<file path="src/rtl/lock_sweep_pkg.sv">
// Shared types and helpers for the ADPLL lock-range sweeper.
package lock_sweep_pkg;

    typedef enum logic [2:0] {
        ST_IDLE,
        ST_SETTLE,
        ST_DWELL,
        ST_STEP,
        ST_DONE
    } sweep_state_t;

    localparam int unsigned SETTLE_CYCLES_DEF = 1024;
    localparam int unsigned DWELL_CYCLES_DEF  = 4096;
    localparam int unsigned LOCK_TOL_DEF      = 2;

    // |x| for a sign-extended width-bit value; the most negative code maps to the max positive.
    function automatic logic [31:0] sat_abs(input logic signed [31:0] x, input int unsigned width);
        logic signed [31:0] lim;
        lim = 32'sd1 <<< (width - 1);
        if (x == -lim) begin
            return unsigned'(32'(lim - 32'sd1));
        end
        if (x < 0) begin
            return unsigned'(32'(-x));
        end
        return unsigned'(32'(x));
    endfunction

endpackage

</file>
<file path="src/rtl/lock_window_check.sv">
// Dwell-window counter and per-point lock accumulator (|error| <= LOCK_TOL on every cycle).
module lock_window_check
    import lock_sweep_pkg::*;
#(
    parameter int unsigned DWELL_CYCLES = DWELL_CYCLES_DEF,
    parameter int unsigned ERR_WIDTH    = 8,
    parameter int unsigned LOCK_TOL     = LOCK_TOL_DEF
) (
    input  logic                 clk,
    input  logic                 rst,
    input  logic                 clear,
    input  logic                 enable,
    input  logic [ERR_WIDTH-1:0] error_i,
    output logic                 window_done,
    output logic                 window_locked
);

    localparam int unsigned CNT_W = (DWELL_CYCLES > 1) ? $clog2(DWELL_CYCLES) : 1;

    logic [CNT_W-1:0] cnt_q, cnt_d;
    logic             locked_q, locked_d;
    logic [31:0]      err_abs_c;

    assign err_abs_c     = sat_abs(32'(signed'(error_i)), ERR_WIDTH);
    assign window_done   = enable && (cnt_q == CNT_W'(DWELL_CYCLES - 1));
    assign window_locked = locked_q;

    always_comb begin
        cnt_d    = cnt_q;
        locked_d = locked_q;
        if (clear) begin
            cnt_d    = '0;
            locked_d = 1'b1;
        end else if (enable) begin
            if (err_abs_c > LOCK_TOL) begin
                locked_d = 1'b0;
            end
            cnt_d = window_done ? '0 : cnt_q + CNT_W'(1);
        end
    end

    always_ff @(posedge clk or posedge rst) begin
        if (rst) begin
            cnt_q    <= '0;
            locked_q <= 1'b0;
        end else begin
            cnt_q    <= cnt_d;
            locked_q <= locked_d;
        end
    end

endmodule

</file>
<file path="src/rtl/lock_range_sweeper.sv">
// Steps PhaseAccum k across a range and records the lowest/highest k where the ADPLL held lock.
// Define LOCK_SWEEP_EARLY_STOP_EN to end the sweep at the first unlocked point after a lock.
module lock_range_sweeper
    import lock_sweep_pkg::*;
#(
    parameter int unsigned K_WIDTH       = 16,
    parameter int unsigned ERR_WIDTH     = 8,
    parameter int unsigned SETTLE_CYCLES = SETTLE_CYCLES_DEF,
    parameter int unsigned DWELL_CYCLES  = DWELL_CYCLES_DEF,
    parameter int unsigned LOCK_TOL      = LOCK_TOL_DEF
) (
    input  logic                 fpga_clk_i,
    input  logic                 reset_i,
    input  logic                 start_i,
    input  logic                 abort_i,
    input  logic [K_WIDTH-1:0]   k_start_i,
    input  logic [K_WIDTH-1:0]   k_stop_i,
    input  logic [K_WIDTH-1:0]   k_step_i,
    input  logic [ERR_WIDTH-1:0] error_i,
    output logic [K_WIDTH-1:0]   k_val_o,
    output logic                 osc_enable_o,
    output logic                 busy_o,
    output logic                 done_o,
    output logic                 found_o,
    output logic [K_WIDTH-1:0]   lock_lo_o,
    output logic [K_WIDTH-1:0]   lock_hi_o
);

    localparam int unsigned SCNT_W = (SETTLE_CYCLES > 1) ? $clog2(SETTLE_CYCLES) : 1;

    sweep_state_t       state_q, state_d;
    logic [K_WIDTH-1:0] k_q, k_d;
    logic [K_WIDTH-1:0] stop_q, stop_d;
    logic [K_WIDTH-1:0] step_q, step_d;
    logic [K_WIDTH-1:0] lo_q, lo_d;
    logic [K_WIDTH-1:0] hi_q, hi_d;
    logic               found_q, found_d;
    logic               busy_q, busy_d;
    logic               done_q, done_d;
    logic [SCNT_W-1:0]  scnt_q, scnt_d;
    logic               win_clear, win_en, win_done, win_locked;
    logic [K_WIDTH:0]   next_k_c;

    lock_window_check #(
        .DWELL_CYCLES (DWELL_CYCLES),
        .ERR_WIDTH    (ERR_WIDTH),
        .LOCK_TOL     (LOCK_TOL)
    ) u_window (
        .clk           (fpga_clk_i),
        .rst           (reset_i),
        .clear         (win_clear),
        .enable        (win_en),
        .error_i       (error_i),
        .window_done   (win_done),
        .window_locked (win_locked)
    );

    always_comb begin
        state_d   = state_q;
        k_d       = k_q;
        stop_d    = stop_q;
        step_d    = step_q;
        lo_d      = lo_q;
        hi_d      = hi_q;
        found_d   = found_q;
        scnt_d    = scnt_q;
        win_clear = 1'b0;
        win_en    = 1'b0;
        // One extra bit so a wrap past the top of the k range is visible as carry.
        next_k_c  = {1'b0, k_q} + {1'b0, step_q};

        case (state_q)
            ST_IDLE: begin
                if (start_i && !abort_i) begin
                    k_d     = k_start_i;
                    stop_d  = k_stop_i;
                    step_d  = k_step_i;
                    found_d = 1'b0;
                    lo_d    = '0;
                    hi_d    = '0;
                    scnt_d  = '0;
                    state_d = ST_SETTLE;
                end
            end
            ST_SETTLE: begin
                if (scnt_q == SCNT_W'(SETTLE_CYCLES - 1)) begin
                    scnt_d    = '0;
                    win_clear = 1'b1;
                    state_d   = ST_DWELL;
                end else begin
                    scnt_d = scnt_q + SCNT_W'(1);
                end
            end
            ST_DWELL: begin
                win_en = 1'b1;
                if (win_done) begin
                    state_d = ST_STEP;
                end
            end
            ST_STEP: begin
                if (win_locked) begin
                    if (!found_q) begin
                        lo_d    = k_q;
                        found_d = 1'b1;
                    end
                    hi_d = k_q;
                end
                if ((step_q == '0) || next_k_c[K_WIDTH] || (next_k_c[K_WIDTH-1:0] > stop_q)) begin
                    state_d = ST_DONE;
                end
`ifdef LOCK_SWEEP_EARLY_STOP_EN
                else if (!win_locked && found_q) begin
                    state_d = ST_DONE;
                end
`endif
                else begin
                    k_d     = next_k_c[K_WIDTH-1:0];
                    scnt_d  = '0;
                    state_d = ST_SETTLE;
                end
            end
            ST_DONE: begin
                state_d = ST_IDLE;
            end
            default: begin
                state_d = ST_IDLE;
            end
        endcase

        if (abort_i && (state_q != ST_IDLE)) begin
            state_d = ST_IDLE;
            k_d     = k_q;
        end

        busy_d = (state_d == ST_SETTLE) || (state_d == ST_DWELL) || (state_d == ST_STEP);
        done_d = (state_d == ST_DONE);
    end

    always_ff @(posedge fpga_clk_i or posedge reset_i) begin
        if (reset_i) begin
            state_q <= ST_IDLE;
            k_q     <= '0;
            stop_q  <= '0;
            step_q  <= '0;
            lo_q    <= '0;
            hi_q    <= '0;
            found_q <= 1'b0;
            busy_q  <= 1'b0;
            done_q  <= 1'b0;
            scnt_q  <= '0;
        end else begin
            state_q <= state_d;
            k_q     <= k_d;
            stop_q  <= stop_d;
            step_q  <= step_d;
            lo_q    <= lo_d;
            hi_q    <= hi_d;
            found_q <= found_d;
            busy_q  <= busy_d;
            done_q  <= done_d;
            scnt_q  <= scnt_d;
        end
    end

    assign k_val_o      = k_q;
    assign osc_enable_o = busy_q;
    assign busy_o       = busy_q;
    assign done_o       = done_q;
    assign found_o      = found_q;
    assign lock_lo_o    = lo_q;
    assign lock_hi_o    = hi_q;

endmodule

</file>
<file path="config.mk">
export PLATFORM = sky130hd
export DESIGN_NAME = lock_range_sweeper
export DESIGN_NICKNAME = d
export VERILOG_FILES = /design/src/rtl/lock_sweep_pkg.sv /design/src/rtl/lock_window_check.sv /design/src/rtl/lock_range_sweeper.sv
export SDC_FILE = /design/constraint.sdc
export NUM_CORES = 1
export LEC_CHECK = 0
export ABC_AREA = 1
export BUFFER_PORTS_ARGS = -buffer_cell sky130_fd_sc_hd__buf_4
export CAP_MARGIN = 40
export CORE_UTILIZATION = 57
export CTS_CLUSTER_DIAMETER = 50
export DETAILED_ROUTE_END_ITERATION = 16
export GPL_TIMING_DRIVEN = 1
export HOLD_SLACK_MARGIN = 0.03
export PLACE_DENSITY = 0.9
export SETUP_SLACK_MARGIN = 0.15
export SLEW_MARGIN = 20
export SYNTH_ARGS = -nofsm -noshare
export SYNTH_HDL_FRONTEND = slang
export SYNTH_SLANG_ARGS = --single-unit
</file>
<file path="constraint.sdc">
create_clock -name fpga_clk_i -period 4 [get_ports fpga_clk_i]
set_clock_uncertainty 0.1 [all_clocks]
set_input_delay 0.2 -clock fpga_clk_i [delete_from_list [all_inputs] [get_ports fpga_clk_i]]
set_output_delay 0.2 -clock fpga_clk_i [all_outputs]
set_load 0.01 [all_outputs]
</file>
==> results.md, run 1 <==
- The startpoint of the worst register-to-register path is k_val_o[0].
- The worst endpoint data arrival time is 3.74 ns.
- The hold path depth is 5.
- The synthesized netlist cell count is between 800 and 900.
- After routing, the total negative slack on setup checks comes to 0 ns.
- In this run the horizontal extent of the chip is around 110 um.
- Setup repair after global routing left no endpoint under its margin.
- The final count of hold timing violations is 0.
- The net count of the finished layout is ~1100.
- The post-route antenna net violation count is 0.
- The fraction of final layout cells with drive strength greater than 1 is 0.151.
- The number of clock buffers inserted by TritonCTS is 9.
- The area of the mapped netlist is 6270 um^2.
- The clock tree from TritonCTS is done.
- The worst reg2reg path endpoint is k_val_o[14].
- The die boundary height is about 110 um.
- The detailed placement HPWL is 11600 um.
- For flop-to-flop paths, the worst setup slack is approximately 0.44 ns.
- During synthesis, Yosys emitted a total of 0 warnings.
- At the pin with the least slew margin, the transition time is 0.792 ns.
- The tightest hold margin is just under 0.05 ns.
- The kind of path behind the tightest hold check is input port to flop.
- The number of standard-cell rows in the floorplan is 37.
- The synthesized netlist net count is ~950.
- The core area is between 10000 and 15000 um^2.
- The level count of the clock H-tree is 3.
- The headroom to the max-slew limit is 0.471.
- The final weighted congestion of routability-driven global placement is 0.984.
- The final critical path time including I/O delays and setup is around 3.6 ns.
- The number of detailed-routing iterations run before antenna repair is 5.
- The critical path goes through ha_1 -> inv_1 -> fa_1 -> inv_1 -> nand3_1 -> nand2_1 -> nand2_1 -> nand2_1 -> nand2_1 -> nand2_1 -> nand2_1 -> and2_1 -> ha_1 -> nand4_1 -> nor3_2 -> nand3_1 -> nand2_1 -> nand2_1 -> nand2_1 -> buf_6 -> nand2_4 -> nand2_1 -> nand2_1.
- The average vias per placed instance is 5.40.
- The clock passes through at most 2 buffers.
- The largest net degree at the start of global routing is about 50.
- STA classifies the critical path startpoint as a flop.
- The share of the Yosys chip area taken by registers is 0.435.
- The detailed router finished its first iteration with approximately 600 violations.
- The die area is 11400 um^2.
- Across the run, the number of max-cap violations was 0.
- The finished layout holds ~1100 standard cells, fillers aside.
- The cell sitting at the root of the clock tree is a sky130_fd_sc_hd__clkbuf_8.
- In this run the worst path has a maximum fanout of 20.
- Dividing the detail-routed wire length by the instance count gives approximately 14 um.
- After clock tree synthesis, the clock-pin slew on the worst setup and hold paths is between 0.1 and 0.15 ns.
- The data required time at the worst endpoint is 4.17 ns.
- The critical path capture point type is a flop.
- The synthesis-to-layout area growth is 24.1%.
- Among all stages on the critical path, the largest delay is contributed by sky130_fd_sc_hd__fa_1.
- By startpoint and endpoint, the worst setup path is classified as flop to flop.
- In this run, placement finished with an instance count of ~1100.
- Timing would allow up to between 0.2 and 0.3 GHz.
- The initial antenna violation count is 0.
- The worst register-to-register path has a depth of 23.
- The beginning of the critical path is k_val_o[0].
- In the global route stage, overall resource usage came out at 0.300.
- IR analysis of the VDD net gives a maximum drop of around 0.5 mV.
- For this run, design rule violations remaining after detail routing come to 0.
- The mean cell area of the mapped netlist is around 7.3 um^2.
- The effective utilization at floorplan is 0.597.
- The terminating pin of the worst hold path is k_val_o[5].
- The flip-flop and latch count after synthesis is between 100 and 150.
- The power density normalized to cell area is approximately 660 nW/um^2.
- The number of antenna diodes in the final layout is 0.
- The beginning of the worst hold path is k_start_i[5].
- The number of pins exceeding their max-slew limit in the final report is 0.
- For the worst-skew pair, the clock arrives at the later sink with an insertion delay of about 0.38 ns.
- Synthesis instantiated 34 different standard cells from the library.
- The count of buffers inserted at the top-level ports is approximately 110.
- The final wirelength is about 16000 um.
- Among the stages of the critical path, the cell type that occurs most often is sky130_fd_sc_hd__nand2_1.
- The final-report setup violation count is 0.
- The I/O pin total is between 100 and 150.
- Summed over all cells, the static leakage comes to between 4 and 5 nW.
- The stage delay of the slowest cell on the critical path is about 0.44 ns.
- Detailed routing inserted a total of between 6000 and 7000 vias.
- The global-route wire length before repair is about 27000 um.
- The run finished with clean final reports.
- After global routing the overflow that remains totals 0.
- The final critical-path share of the clock period is 0.891.
- The number of global-route vias before repair is between 5000 and 6000.
- Clock tree synthesis found a total of 109 sinks.
-- stage by stage --
stage	instance area (um^2)	power [W]	worst slack [ns]	utilization
6_report	7780	0.00515	0.436	0.741
5_1_grt	7780	0.00562	0.194	0.741
4_1_cts	7760	0.00503	0.363	0.738
3_5_place_dp	7240	0.00435	0.411	0.689
3_3_place_gp	7210	0.00425	0.551	0.686
2_1_floorplan	6270	0.00353	0.814	-
-- worst max path at each step --
stage | endpoint | cells after the start
3_3_place_gp | k_val_o[4] | 23
3_5_place_dp | k_val_o[3] | 23
4_1_cts | k_val_o[14] | 23
2_1_floorplan | k_val_o[15] | 24
5_1_grt | k_val_o[13] | 23
6_report | k_val_o[14] | 23
-- power breakdown --
| part | total [W] | switching (W) | internal, W |
|---|---|---|---|
| registers | 0.00164 | 0.000269 | 0.00137 |
| clock network | 0.000649 | 0.000409 | 0.000239 |
| logic | 0.00286 | 0.00177 | 0.00109 |
| total | 0.00515 | 0.00245 | 0.00270 |
-- area by class of cell --
type / instances / area [um^2]
clock buffer: 10 / 128
sequential: 109 / 2730
tap: 136 / 170
fill: 812 / 2730
inverter: 101 / 382
clock inverter: 6 / 56.3
timing repair buffer: 152 / 1250
multi-input combinational: 622 / 3070
-- logic make-up after synthesis --
kind of cell               after synthesis  share of synthesized area
and+or+nand+nor                        480                      0.317
buffers and inverters                  125                     0.0784
DFF                                    109                      0.435
AOI/OAI and AO/OA                       95                     0.0814
adders and majority gates               36                     0.0730
xor gates and xnor gates                11                     0.0154
-- registers in the layout, indices dropped and copies added, names as in the netlist --
name and count:
busy_o 1, done_o 1, found_o 1, k_val_o 16, lock_hi_o 16, lock_lo_o 16
scnt_q 10, state_q 3, step_q 16, stop_q 16, u_window.cnt_q 12, u_window.window_locked 1
-- cells in the mapped netlist --
cell,number,area share
sky130_fd_sc_hd__o21ai_0,60,0.048
sky130_fd_sc_hd__a21oi_4,1,0.0026
sky130_fd_sc_hd__o21a_1,1,0.0012
sky130_fd_sc_hd__o22ai_1,1,0.0010
sky130_fd_sc_hd__fa_1,1,0.0032
sky130_fd_sc_hd__o2111ai_1,1,0.0014
sky130_fd_sc_hd__xor2_1,10,0.014
sky130_fd_sc_hd__nand4_1,12,0.012
sky130_fd_sc_hd__or2_2,4,0.0040
sky130_fd_sc_hd__inv_2,2,0.0012
sky130_fd_sc_hd__a21o_1,1,0.0012
sky130_fd_sc_hd__buf_2,9,0.0072
sky130_fd_sc_hd__a31oi_1,2,0.0020
sky130_fd_sc_hd__and2_1,6,0.0060
sky130_fd_sc_hd__o21ai_1,3,0.0024
sky130_fd_sc_hd__nor3_1,6,0.0048
sky130_fd_sc_hd__a21oi_1,23,0.018
sky130_fd_sc_hd__dfrtp_1,109,0.43
sky130_fd_sc_hd__nand3b_1,5,0.0060
sky130_fd_sc_hd__nor3_2,1,0.0016
sky130_fd_sc_hd__a31oi_2,1,0.0020
sky130_fd_sc_hd__ha_1,35,0.070
sky130_fd_sc_hd__nand2_1,339,0.20
sky130_fd_sc_hd__nor2_1,45,0.027
sky130_fd_sc_hd__nand2_2,3,0.0030
sky130_fd_sc_hd__buf_4,3,0.0036
sky130_fd_sc_hd__and3_1,2,0.0020
sky130_fd_sc_hd__nor3_4,1,0.0026
sky130_fd_sc_hd__nand3_1,53,0.042
sky130_fd_sc_hd__clkbuf_1,12,0.0072
sky130_fd_sc_hd__a31o_2,1,0.0014
sky130_fd_sc_hd__inv_1,99,0.059
sky130_fd_sc_hd__nor4_1,3,0.0030
sky130_fd_sc_hd__xnor2_1,1,0.0014
-- cell usage in the layout (no fill, tap or decap), types with 2 or more instances in the layout --
cell / n
sky130_fd_sc_hd__nand4_1: 12
sky130_fd_sc_hd__nor3_1: 5
sky130_fd_sc_hd__o21ai_1: 2
sky130_fd_sc_hd__a31oi_1: 2
sky130_fd_sc_hd__nand3b_1: 5
sky130_fd_sc_hd__a21oi_1: 23
sky130_fd_sc_hd__nand2_4: 2
sky130_fd_sc_hd__and3_1: 2
sky130_fd_sc_hd__o21ai_0: 60
sky130_fd_sc_hd__buf_4: 116
sky130_fd_sc_hd__inv_1: 98
sky130_fd_sc_hd__or2_2: 4
sky130_fd_sc_hd__clkinv_4: 3
sky130_fd_sc_hd__ha_1: 35
sky130_fd_sc_hd__xor2_1: 10
sky130_fd_sc_hd__inv_2: 2
sky130_fd_sc_hd__and2_1: 6
sky130_fd_sc_hd__clkbuf_8: 9
sky130_fd_sc_hd__dlygate4sd3_1: 33
sky130_fd_sc_hd__nor4_1: 3
sky130_fd_sc_hd__inv_8: 2
sky130_fd_sc_hd__nand3_1: 53
sky130_fd_sc_hd__dfrtp_1: 109
sky130_fd_sc_hd__nor3_2: 2
sky130_fd_sc_hd__nor2_1: 45
sky130_fd_sc_hd__nand2_1: 339
-- metal layers --
metal | GRT usage | part of all wire | up-vias | wire length [um]
li1 | - | - | 2994 | -
met1 | 0.405 | 0.44 | 2834 | 7050
met2 | 0.489 | 0.47 | 268 | 7550
met3 | 0.0353 | 0.061 | 42 | 985
met4 | 0.131 | 0.034 | 0 | 551
met5 | 0 | 0 | - | 0
-- critical path: cells and delay by family, from the launching register on --
kind	cells	cell delay [ns]
simple gates	17	1.71
fa+ha+maj	3	0.92
flops	1	0.39
buf+inv	3	0.36
-- what timing repair did --
action                     in CTS  in global routing
buffers inserted                0                  1
resized for setup               0                  4
hold buffers                   33                  0
hold endpoints to repair       70                  0
setup endpoints to repair       0                 26
No activity file was read; power rests on OpenSTA's default activity.
==> run 2: changes to the inputs <==
Settings changed: MAX_ROUTING_LAYER set to met4.
==> results.md, run 2 (same netlist as run 1, synthesis figures left out) <==
- The post-route antenna net violation count was 0 (unchanged).
- The number of sinks handled by clock tree synthesis came to 109 (unchanged).
- The overall track demand over capacity in global routing is 0.307 (+0.00725).
- The hold path depth came to 5 (unchanged).
- The final worst setup slack is 0.416 ns (-0.0199 ns).
- The data required time at the worst endpoint is 4.18 ns (about the same).
- The synthesis-to-layout area growth is 24.2% (about the same).
- The summed negative setup slack over all endpoints is 0 ns (unchanged).
- The final layout net count is 1092 (+0.092%).
- The core area is 10500 um^2 (unchanged).
- The number of inserted filler cells in the final layout is 812 (unchanged).
- The count of buffers inserted at the top-level ports was 111 (unchanged).
- The final critical path time including I/O delays and setup is 3.58 ns (+0.0199 ns).
- The total leakage power came to 4.26 nW (+0.29%).
- The critical path is of the flop to flop type.
- The number of detailed-routing iterations run before antenna repair came to 5 (unchanged).
- The final wirelength was 16100 um (-0.51%).
- TritonCTS built the clock tree.
- The detailed-route DRC error count is 0 (unchanged).
- The total overflow reported by the global router is 0 (unchanged).
- The worst reg-to-reg setup slack is 0.42 ns (-0.02 ns).
- Setup repair after global routing left no endpoint under its margin.
- The max-cap check violation count is 0 (unchanged).
- The final count of hold timing violations is 0 (unchanged).
- The area of the multi-input gates is 3060 um^2 (-0.33%).
- The number of standard-cell rows in the floorplan is 37 (unchanged).
- The power density normalized to cell area came to 665 nW/um^2 (+0.45%).
- The worst setup slack after placement is 0.403 ns (-0.00802 ns).
- The startpoint of the worst register-to-register path is k_val_o[0].
- The highest attainable clock frequency is 0.279 GHz (-0.55%).
- The average routed wire per standard cell was 14.1 um (-0.60%).
- The level count of the clock H-tree is 3 (unchanged).
- Counting stages on the worst path, the most repeated cell is sky130_fd_sc_hd__nand2_1.
- In this run the worst hold path is classified as input port to flop.
- The number of clock buffers inserted by TritonCTS is 9 (unchanged).
- The insertion delay of the later-clocked pin in the worst-skew pair is 0.39 ns (about the same).
- The worst-case reg-to-reg path depth is 23 (unchanged).
- The global-route wire length before repair is 26700 um (-0.59%).
- The worst endpoint data arrival time is 3.76 ns (+0.02 ns).
- The number of pins exceeding their max-slew limit in the final report is 0 (unchanged).
- The beginning of the worst hold path is k_start_i[13].
- The flow ran to the end, and the final reports show no timing, DRC or antenna violations.
- The via total after detailed routing came to 6119 (-0.31%).
- The critical path capture point type is a flop.
- The commonest non-fill, non-tap cell in the layout is sky130_fd_sc_hd__nand2_1.
- The final critical-path share of the clock period is 0.896 (+0.00497).
- The I/O pin total was 112 (unchanged).
- The effective utilization at floorplan is 0.597 (unchanged).
- The clock slew seen by the registers of the worst setup and hold paths came to 0.11 ns (about the same).
- Leaving out fill and tap cells, the most frequent cells in the layout are 339 x sky130_fd_sc_hd__nand2_1, 117 x sky130_fd_sc_hd__buf_4, 109 x sky130_fd_sc_hd__dfrtp_1.
- The maximum vdd drop came to 0.480 mV (-5.1%).
- The category of the worst setup path launch point is a flop.
- The stage delay of the slowest cell on the critical path is 0.43 ns (about the same).
- The initial antenna violation count was 0 (unchanged).
- The storage element area came to 2730 um^2 (unchanged).
- The headroom to the max-slew limit is 0.464 (-0.00736).
- The maximum buffer depth of the clock tree is 2 (unchanged).
- The master cell of the clock root buffer is sky130_fd_sc_hd__clkbuf_8.
- The final weighted congestion of routability-driven global placement came to 1.02 (+3.5%).
- The slowest library cell on the worst path is sky130_fd_sc_hd__dfrtp_1.
- The detailed placement HPWL is 11900 um (+2.0%).
- The final-report setup violation count is 0 (unchanged).
- The maximum net fanout on the critical path is 19 (-5.0%).
- The largest net degree at the start of global routing is 49 (unchanged).
- The worst hold path terminates at k_val_o[13].
- The fraction of final layout cells with drive strength greater than 1 came to 0.153 (+0.00185).
- The transition time at the pin with the least slew margin is 0.803 ns (+0.0110 ns).
- The detailed router's first-iteration violation count is 596 (+0.85%).
- Walking the worst path, the cells encountered are ha_1 -> inv_1 -> fa_1 -> inv_1 -> nand3_1 -> nand2_1 -> nand2_1 -> nand2_1 -> nand2_1 -> nand2_1 -> nand2_1 -> and2_1 -> ha_1 -> nand4_1 -> nor3_2 -> nand3_1 -> nand2_1 -> nand2_1 -> nand2_1 -> buf_6 -> nand2_2 -> nand2_1 -> nand2_1.
- The average vias per placed instance is 5.38 (-0.40%).
- The worst reg2reg path endpoint is scnt_q[2].
- The number of global-route vias before repair came to 5716 (-0.73%).
- The die area is 11400 um^2 (unchanged).
- The count of inserted antenna diode cells is 0 (unchanged).
- The die boundary height is 107 um (unchanged).
- The overall die width is 107 um (unchanged).
-- run 2: metrics by stage --
stage	instance area [um^2]	total power, W	utilization	hold slack, ns	std cells
final	7790	0.00518	0.741	0.0502	1137
after global routing	7790	0.00565	0.741	0.0698	1137
after CTS	7770	0.00509	0.739	0.0439	1135
after detailed placement	7240	0.00439	0.689	0.171	1086
after global placement	7210	0.00426	0.686	0.296	1084
after floorplan	6270	0.00353	-	0.210	856
-- run 2: worst max path at each step --
stage,start,slack [ns],cells past startpoint,to
floorplan,k_val_o[0],0.81,24,k_val_o[15]
global placement,k_val_o[0],0.58,23,scnt_q[6]
detailed placement,k_val_o[0],0.40,23,scnt_q[2]
CTS,k_val_o[0],0.39,23,scnt_q[2]
global route,k_val_o[0],0.1,23,scnt_q[1]
finish,k_val_o[0],0.42,23,scnt_q[2]
-- run 2: layout make-up --
class	count	share of cell area
Timing Repair Buffer	153	0.161
Inverter	101	0.0490
Multi-Input combinational cell	622	0.393
Tap cell	136	0.0218
Clock inverter	6	0.00771
Clock buffer	10	0.0177
Sequential cell	109	0.350
-- run 2: metal layers --
metal,wire [um],part of all wire,global-route usage,up-vias
li1,-,-,-,2995
met1,6820,0.42,0.400,2807
met2,7620,0.47,0.490,272
met3,1120,0.070,0.0438,45
met4,494,0.031,0.116,0
met5,0,0,-,-
-- run 2: where the power goes --
part           switching, W  internal [W]  total (W)
combinational       0.00177       0.00110    0.00287
sequential         0.000272       0.00137    0.00164
clock              0.000408      0.000259   0.000667
total               0.00245       0.00272    0.00518
-- run 2: repair_timing --
| action | CTS | global route |
|---|---|---|
| hold buffers | 33 | 0 |
| buffers inserted | 0 | 2 |
| gates resized for setup | 0 | 2 |
| endpoints found under the setup margin | 0 | 10 |
| hold endpoints to repair | 71 | 0 |
-- run 2: critical path: cells and delay by family (launching register included) --
kind	cells	cell delay, ns
flops	1	0.43
buf+inv	3	0.34
fa+ha+maj	3	0.88
simple gates	17	1.69
